==> src/rtl/valid_rx.sv <==
// Stretched-valid frame receiver: turns a valid window into start/done pulses and checks the beat count.
// Define VALID_RX_SUM_EN to build the frame data accumulator; otherwise o_sum is tied to zero.
module valid_rx #(
  parameter int FRAME_LEN = 1000,
  parameter int DW        = 8
) (
  input  logic                                clk,
  input  logic                                reset,
  input  logic                                i_valid,
  input  logic [DW-1:0]                       i_data,
  output logic                                o_start,
  output logic                                o_done,
  output logic                                o_len_err,
  output logic [$clog2(FRAME_LEN+2)-1:0]      o_beat_cnt,
  output logic [DW+$clog2(FRAME_LEN)-1:0]     o_sum,
  output logic                                o_busy
);

  // state   | meaning
  // IDLE    | no frame in progress, outputs hold last frame's results
  // ACTIVE  | counting beats, cnt <= FRAME_LEN
  // OVERRUN | more than FRAME_LEN beats seen, cnt saturated at FRAME_LEN+1

  localparam int CW = $clog2(FRAME_LEN+2);
  localparam int SW = DW + $clog2(FRAME_LEN);
  localparam logic [CW-1:0] CNT_FULL = CW'(FRAME_LEN);
  localparam logic [CW-1:0] CNT_OVR  = CW'(FRAME_LEN + 1);

  typedef enum logic [1:0] {
    S_IDLE    = 2'd0,
    S_ACTIVE  = 2'd1,
    S_OVERRUN = 2'd2
  } state_t;

  state_t        state_q, state_d;
  logic [CW-1:0] cnt_q, cnt_d;
  logic          start_q, start_d;
  logic          done_q, done_d;
  logic          len_err_q, len_err_d;
  logic          busy_q, busy_d;

  always_ff @(posedge clk) begin
    if (reset) begin
      state_q   <= S_IDLE;
      cnt_q     <= '0;
      start_q   <= 1'b0;
      done_q    <= 1'b0;
      len_err_q <= 1'b0;
      busy_q    <= 1'b0;
    end else begin
      state_q   <= state_d;
      cnt_q     <= cnt_d;
      start_q   <= start_d;
      done_q    <= done_d;
      len_err_q <= len_err_d;
      busy_q    <= busy_d;
    end
  end

  always_comb begin
    state_d   = state_q;
    cnt_d     = cnt_q;
    start_d   = 1'b0;
    done_d    = 1'b0;
    len_err_d = len_err_q;
    case (state_q)
      S_IDLE: begin
        if (i_valid) begin
          state_d = S_ACTIVE;
          cnt_d   = CW'(1);
          start_d = 1'b1;
        end
      end
      S_ACTIVE: begin
        if (i_valid) begin
          if (cnt_q == CNT_FULL) begin
            state_d = S_OVERRUN;
            cnt_d   = CNT_OVR;
          end else begin
            cnt_d = cnt_q + CW'(1);
          end
        end else begin
          state_d   = S_IDLE;
          done_d    = 1'b1;
          len_err_d = (cnt_q != CNT_FULL);
        end
      end
      S_OVERRUN: begin
        // count stays saturated until the window closes
        if (!i_valid) begin
          state_d   = S_IDLE;
          done_d    = 1'b1;
          len_err_d = (cnt_q != CNT_FULL);
        end
      end
      default: begin
        state_d = S_IDLE;
      end
    endcase
    busy_d = (state_d != S_IDLE);
  end

  assign o_start    = start_q;
  assign o_done     = done_q;
  assign o_len_err  = len_err_q;
  assign o_beat_cnt = cnt_q;
  assign o_busy     = busy_q;

`ifdef VALID_RX_SUM_EN
  logic [SW-1:0] sum_q, sum_d;
  logic          sum_load, sum_add;

  // accumulator enables mirror the FSM's load and in-range increment decisions
  always_comb begin
    sum_load = (state_q == S_IDLE) && i_valid;
    sum_add  = (state_q == S_ACTIVE) && i_valid && (cnt_q != CNT_FULL);
    sum_d    = sum_q;
    if (sum_load) begin
      sum_d = SW'(i_data);
    end else if (sum_add) begin
      sum_d = sum_q + SW'(i_data);
    end
  end

  always_ff @(posedge clk) begin
    if (reset) begin
      sum_q <= '0;
    end else begin
      sum_q <= sum_d;
    end
  end

  assign o_sum = sum_q;
`else
  logic unused_data;
  assign unused_data = ^i_data;
  assign o_sum       = '0;
`endif

endmodule

==> config.mk <==
export PLATFORM = sky130hd
export DESIGN_NAME = valid_rx
export DESIGN_NICKNAME = d
export VERILOG_FILES = /design/src/rtl/valid_rx.sv
export SDC_FILE = /design/constraint.sdc
export NUM_CORES = 1
export LEC_CHECK = 0
export ABC_AREA = 1
export CAP_MARGIN = 20
export CORE_UTILIZATION = 46
export DETAILED_ROUTE_END_ITERATION = 8
export GPL_TIMING_DRIVEN = 0
export PLACE_DENSITY = 0.84
export SYNTH_ARGS = -nofsm -noshare
export SYNTH_HDL_FRONTEND = slang
export SYNTH_SLANG_ARGS = --single-unit
==> constraint.sdc <==
create_clock -name clk -period 3 [get_ports clk]
set_input_delay 0.3 -clock clk [delete_from_list [all_inputs] [get_ports clk]]
set_output_delay 0.3 -clock clk [all_outputs]
set_load 0.02 [all_outputs]
======== After elaboration in Yosys (flattened, before gate mapping) ========
Cells that the tools add are included.
operators by class
  $add $sub $neg .......................... 1
  eq/ne operators ......................... 6
  muxes and demuxes ....................... 11
  bitwise operators ....................... 3
  reductions and logical operators ........ 8
operators by type and width
  kind                   count
  $mux 10                3
  $pmux 10 s2            1
  $add 10x1->10 const B  1
  $eq 10x10->1 const B   1
  $ne 10x10->1 const B   1
  $mux 2                 4
  $pmux 2 s3             1
  $reduce_or 2->1        3
  $ne 2x2->1 const B     2
  $reduce_bool 2->1      2
  $not 1->1              3
  $reduce_and 3->1       1
  $eq 2x1->1 const B     1
  $eq 2x2->1 const B     1
  $logic_not 2->1        1
  $mux 1                 2
  $reduce_and 2->1       1
storage, ports and cells
  flip-flop bits (word level) ............. 16
  input bits .............................. 11
  logic and storage cells ................. 35

======== Depth between registers and ports, before layout ========
Gate-level depths: netlist of the first run.
  word-level depth ........................ 5
  mapped depth ............................ 9

======== Worst setup path after synthesis of the first run ========
No wires, ideal clock.
  kind .................................... reg2reg
  from .................................... register cnt_q[0] (netlist: o_beat_cnt[0])
  to ...................................... register cnt_q[8] (netlist: o_beat_cnt[8])
  setup time .............................. 70 ps
  arrival time ............................ 1203 ps
  required time ........................... 2930 ps
  slack ................................... 1728 ps
  stages on the path, launching flop included .. 8
  path buffers ............................ 0
  clock period less this slack ............ 1272 ps
  path through ............................ dfxtp_1 > ha_1 > nand2_1 > nor2_1 > nand3_1 > nand2_1 > nand3_1 > a21oi_1
on the way
  longest elaborated chain between the ends .. 4
ends and longest elaborated chain
  what                                           line    text
  start, declared                                36      logic [CW-1:0] cnt_q, cnt_d;
  start signal, assigned                         52      cnt_q <= cnt_d;
  $add 10x1->10 or $eq 10x10->1 (tied branches)  80, 76
  $mux 10 *                                      76      if (cnt_q == CNT_FULL) begin
  $mux 10 *                                      75      if (i_valid) begin
  $pmux 10 s2 *                                  66      case (state_q)
Every way passes the cells marked *; elsewhere a longest branch is shown, timed or not. The select of a mux whose other input is x is not followed.
A chain may end at the register's enable or synchronous reset.

======== Final worst setup path of the first run ========
  from .................................... register cnt_q[2] (netlist: o_beat_cnt[2])
  to ...................................... output o_beat_cnt[2]
RTL lines
  what           line  text
  end, declared  14    output logic [$clog2(FRAME_LEN+2)-1:0] o_beat_cnt,
No word-level cell between the ends.

==> results of run 1 <==
## cell usage in the layout, fill, tap and decap left out, types with 2 or more instances in the layout
master           netlist  layout
o21ai_1                2       2
nand2_2                2       2
nand3_1               10      10
buf_2                  2       2
nor2_1                12      12
clkdlybuf4s50_1        0      16
dfxtp_1               16      16
a21oi_1                7       7
buf_4                 18      18
nand2_1               42      42
nor2_2                 2       2
o21ai_0                4       4
clkbuf_4               0       3
inv_1                 22      22
nand3_2                3       3
conb_1                 1      18
ha_1                   6       6
nand4_1                3       3
## power groups by stage
stage,clock network [mW],logic [mW],registers [mW]
finish,0.114,0.116,0.228
CTS,0.116,0.116,0.228
detailed placement,0,0.115,0.233
global placement,0,0.111,0.232
floorplan,0,0.0777,0.241
global route,0.129,0.127,0.230
## stage by stage
stage	area (um^2)	utilization	hold slack (ns)
6_report	1350	0.611	0.512
5_1_grt	1350	0.611	0.562
4_1_cts	1350	0.611	0.516
3_5_place_dp	1330	0.601	0.503
3_3_place_gp	1330	0.601	0.489
2_1_floorplan	1130	-	0.464
## final cells by class
cell class              instances  area, um^2  share of cell area
plain buffers                  20         145               0.107
clock buffers                   3        22.5              0.0167
inverters                      24        91.3              0.0675
multi-input cells             116         578               0.427
flip-flops and latches         16         320               0.237
well taps                      28        35.0              0.0259
repair buffers                 16         160               0.118
## sequential cells by signal, summed over array words and instances, names as in the netlist
register    count
o_len_err       1
o_start         1
o_busy          1
o_beat_cnt     10
o_done          1
state_q         2
## per-layer routing
metal | vias to the layer above | routed length, um | track usage
met5 | - | 0 | 0
met4 | 0 | 30 | 0.0905
met3 | 4 | 81 | 0.0303
met2 | 25 | 1170 | 0.376
met1 | 480 | 900 | 0.208
li1 | 531 | - | -
## kinds of logic after synthesis
group | count (synthesis) | synth area share
compound gates | 15 | 0.0759
fa+ha+maj | 6 | 0.0701
buf+inv | 44 | 0.221
flops | 16 | 0.299
other cells | 1 | 0.00350
simple gates | 77 | 0.331
## worst paths after layout
kind | startpoint | end | slack, ns | depth (start not counted)
setup reg to reg | state_q[0] | o_beat_cnt[8] | 1.61 | 7
hold reg to reg | o_beat_cnt[9] | o_beat_cnt[9] | 0.51 | 2
hold / removal | o_beat_cnt[9] | o_beat_cnt[9] | 0.51 | 2
setup / recovery | o_beat_cnt[2] | o_beat_cnt[2] | 1.27 | 1
==> impl_metrics.csv, run 1 <==
group,metric,value,unit
clocking,numCtsBuffers,3,
die,rows,17,
placed_design,dpl.cell_count,220,
pwr,switching_share,0.318,
worst_setup_path,crit_family,"buffers and inverters",
clocking,clockBufferDepth,2,
clocking,ctsRootBufferMaster,"clkbuf_4",
clocking,cts_hold_buffers,0,
worst_setup_path,path_buf_inv,1,
worst_setup_path,cp.arrival,1.43,ns
timing,max_freq,0.579,GHz
logic_synthesis,synth_area,1070,um^2
logic_synthesis,synth_warnings,0,
global_route,grt_max_degree,11,
pwr,pwr-share-comb,0.253,
drt,vias,1040,
clocking,tritoncts,"built",
drt,antenna_left,0,
die,start_util,0.484,
global_route,grt_overflow,0,
logic_synthesis,synth-async-reset-ratio,0,
worst_setup_path,start_kind,"flop",
worst_hold_path,worstHoldPathType,"reg2reg",
logic_synthesis,synth_ff_type,"dfxtp_1",
clocking,ctsResizeCount,0,
drt,routed_wl,2.19,mm
global_route,first_global_vias,941,
clocking,cts_sinks,16,
timing,maxSlewViolCount,0,
drt,routedWlPerCell,9.81,um
placed_design,gp_congestion,0.828,
clocking,cts_htree_levels,1,
worst_setup_path,cp_slowest_cell,"clkdlybuf4s50_1",
clocking,post_cts_buffers,0,
timing,fin_ws,1.27,ns
timing,hold_viol_final,0,
drt,drt-pass1-iter-count,4,
logic_synthesis,synth_top_area_cell,"dfxtp_1",
outcome,status,"finished clean",
die,pin_count,43,
timing,rsz0062_at_grt,"no",
global_route,groute.usage.overall,0.197,
pwr,power.total,0.459,mW
pwr,power_density,339,nW/um^2
logic_synthesis,syn_avg_cell_area,6.74,um^2
finish,drive_above_1_share,0.179,
finish,area_growth,26.3,%
logic_synthesis,synth_seq_cells,16,
die,die-area,2530,um^2
global_route,grt_first_pass_wirelength,3.86,mm
die,die_y,50.3,um
finish,nNetsFinal,214,
logic_synthesis,synth_cells,159,
worst_setup_path,crit_type,"reg2out",
pwr,p_switching,0.146,mW
clocking,clock_latency,0.29,ns
worst_setup_path,endpoint_kind,"primary output",
finish,fin_cells,223,
pwr,p_leak,0.640,nW
finish,diodes,0,
logic_synthesis,synth_edf_count,0,
pwr,p_clk_frac,0.249,
logic_synthesis,synth_most_common_cell,"nand2_1",
pwr,internal-power,0.313,mW
timing,period_minus_slack,1.73,ns
logic_synthesis,yosysUniqueCellTypes,23,
logic_synthesis,synthTopCellsByCount,"nand2_1 (42), inv_1 (22), buf_4 (18), dfxtp_1 (16), nor2_1 (12)",
drt,drc,0,
die,coreArea,2210,um^2
pwr,ir_drop,0.427,mV
placed_design,pre_cts_ws,1.42,ns
finish,fillers,223,
timing,setup_violations,0,
job,maxCapViolations,0,
pwr,seqPwrFrac,0.498,
logic_synthesis,synthTopCellsByArea,"dfxtp_1 (30%), nand2_1 (15%), buf_4 (13%)",
clocking,cts.reportedPaths.clkPinSlew,0.09,ns
worst_setup_path,crit_chain,"clkdlybuf4s50_1",
timing,finClkSkew,0.00516,ns
worst_setup_path,cpPeakStageDelay,0.66,ns
worst_setup_path,critical_path.max_fanout,6,
worst_setup_path,cp.required,2.70,ns
drt,initialDrtViolationCount,23,
logic_synthesis,yosysSeqAreaShare,0.299,
die,dieWidth,50.3,um
timing,fin_setup_tns,0,ns
timing,finalCritPeriodShare,0.575,
global_route,antenna_found_initial,0,
drt,vias_per_cell,4.66,
logic_synthesis,yosysTopAreaCellShare,0.299,
placed_design,dp_hpwl,1.73,mm
placed_design,port_buffers,16,
Note: power is estimated with default switching activity, not from simulation.
==> run 2, diff against run 1 <==
CORE_UTILIZATION = 43   (was 46)
PLACE_DENSITY = 0.8   (was 0.84)
clock period = 1.62 ns   (was 3 ns; I/O delays follow)
==> impl_metrics.csv, run 2 (synthesis gave the netlist of run 1 again) <==
group,metric,value,unit
outcome,status,"finished clean",
worst_setup_path,start_kind,"flop",
timing,finClkSkew,0.0109,ns
clocking,ctsRootBufferMaster,"clkbuf_4",
clocking,cts_hold_buffers,0,
timing,max_freq,0.629,GHz
placed_design,dp_hpwl,1.65,mm
clocking,cts_sinks,16,
global_route,grt_first_pass_wirelength,3.36,mm
die,start_util,0.471,
timing,setup_violations,0,
die,rows,17,
drt,routedWlPerCell,9.50,um
worst_setup_path,critical_path.max_fanout,6,
die,dieWidth,51.9,um
finish,layout_commonest_cell,"nand2_1",
worst_setup_path,path_depth,1,
worst_setup_path,crit_chain,"clkdlybuf4s50_1",
worst_setup_path,crit_type,"reg2out",
placed_design,port_buffers,16,
drt,routed_wl,2.13,mm
clocking,clockBufferDepth,2,
clocking,numCtsBuffers,3,
worst_setup_path,cpPeakStageDelay,0.65,ns
global_route,groute.usage.overall,0.166,
drt,vias,1001,
pwr,power.total,0.915,mW
clocking,cts_htree_levels,1,
finish,multi_input_area,578,um^2
global_route,antenna_found_initial,0,
finish,fillers,217,
die,coreArea,2280,um^2
drt,drc,0,
die,die_y,51.9,um
pwr,power_density,668,nW/um^2
clocking,tritoncts,"built",
timing,period_minus_slack,1.59,ns
timing,maxSlewViolCount,0,
worst_setup_path,path_buf_inv,1,
timing,rsz0062_at_grt,"no",
clocking,clock_latency,0.30,ns
global_route,first_global_vias,810,
die,die-area,2690,um^2
timing,hold_viol_final,0,
finish,final_cell_mix,"nand2_1 (42), inv_1 (22), buf_4 (18), conb_1 (18), dfxtp_1 (16)",
finish,diodes,0,
finish,drive_above_1_share,0.184,
worst_setup_path,cp.arrival,1.43,ns
worst_setup_path,cp.required,1.46,ns
drt,vias_per_cell,4.47,
drt,antenna_left,0,
global_route,grt_overflow,0,
worst_hold_path,holdPathStages,2,
drt,drt-pass1-iter-count,4,
die,pin_count,43,
global_route,grt_max_degree,11,
finish,area_growth,27.8,%
pwr,ir_drop,0.443,mV
worst_setup_path,endpoint_kind,"primary output",
drt,initialDrtViolationCount,28,
timing,finalCritPeriodShare,0.982,
clocking,post_cts_buffers,0,
finish,largest_reg_flops,10,
clocking,cts.reportedPaths.clkPinSlew,0.11,ns
clocking,ctsResizeCount,0,
worst_hold_path,worstHoldPathType,"reg2reg",
worst_setup_path,crit_family,"buffers and inverters",
job,maxCapViolations,0,
worst_setup_path,cp_slowest_cell,"clkdlybuf4s50_1",
timing,fin_setup_tns,0,ns
finish,seq_area,320,um^2
placed_design,gp_congestion,0.823,
pwr,p_leak,0.665,nW
worst_setup_path,rr_worst_depth,8,
finish,nNetsFinal,214,
run 2: cell count changes in the layout (fill, tap and decap cells not counted), sizes merged:
cell,previous run,this run
clkbuf,3,4
dlymetal6s2s,0,1
clkdlybuf4s50,16,15
run 2: final timing paths:
path	from	to	slack [ns]
hold reg to reg	o_beat_cnt[9]	o_beat_cnt[9]	0.52
setup reg to reg	state_q[1]	o_busy	0.26
setup / recovery	o_beat_cnt[3]	o_beat_cnt[3]	0.03
hold / removal	o_beat_cnt[9]	o_beat_cnt[9]	0.52
run 2: cell type report:
| class | instances | area share |
|---|---|---|
| Sequential cell | 16 | 0.234 |
| Tap cell | 28 | 0.0256 |
| Timing Repair Buffer | 16 | 0.119 |
| Clock buffer | 4 | 0.0265 |
| Multi-Input combinational cell | 116 | 0.422 |
| Buffer | 20 | 0.106 |
| Inverter | 24 | 0.0667 |
run 2: power by group:
part           internal [mW]  leakage, nW  switching [mW]
clock                  0.137       0.0210           0.143
sequential             0.409        0.130          0.0135
combinational         0.0837        0.514           0.129
total                  0.630        0.665           0.285
run 2: stage by stage:
stage	std cells	hold WS (ns)	setup WS (ns)	utilization	area [um^2]
after global placement	220	0.491	0.208	0.584	1330
after detailed placement	220	0.504	0.193	0.584	1330
after floorplan	176	0.326	0.348	-	1130
after CTS	224	0.518	0.0227	0.600	1370
final	224	0.517	0.0297	0.601	1370
after global routing	224	0.572	0.00363	0.601	1370
run 2: per-layer routing:
| metal | vias up | share of wire | track usage |
|---|---|---|---|
| met5 | - | 0 | 0 |
| met4 | 0 | 0.012 | 0.0766 |
| met3 | 4 | 0.049 | 0.0175 |
| met2 | 26 | 0.51 | 0.280 |
| met1 | 442 | 0.42 | 0.211 |
| li1 | 529 | - | - |
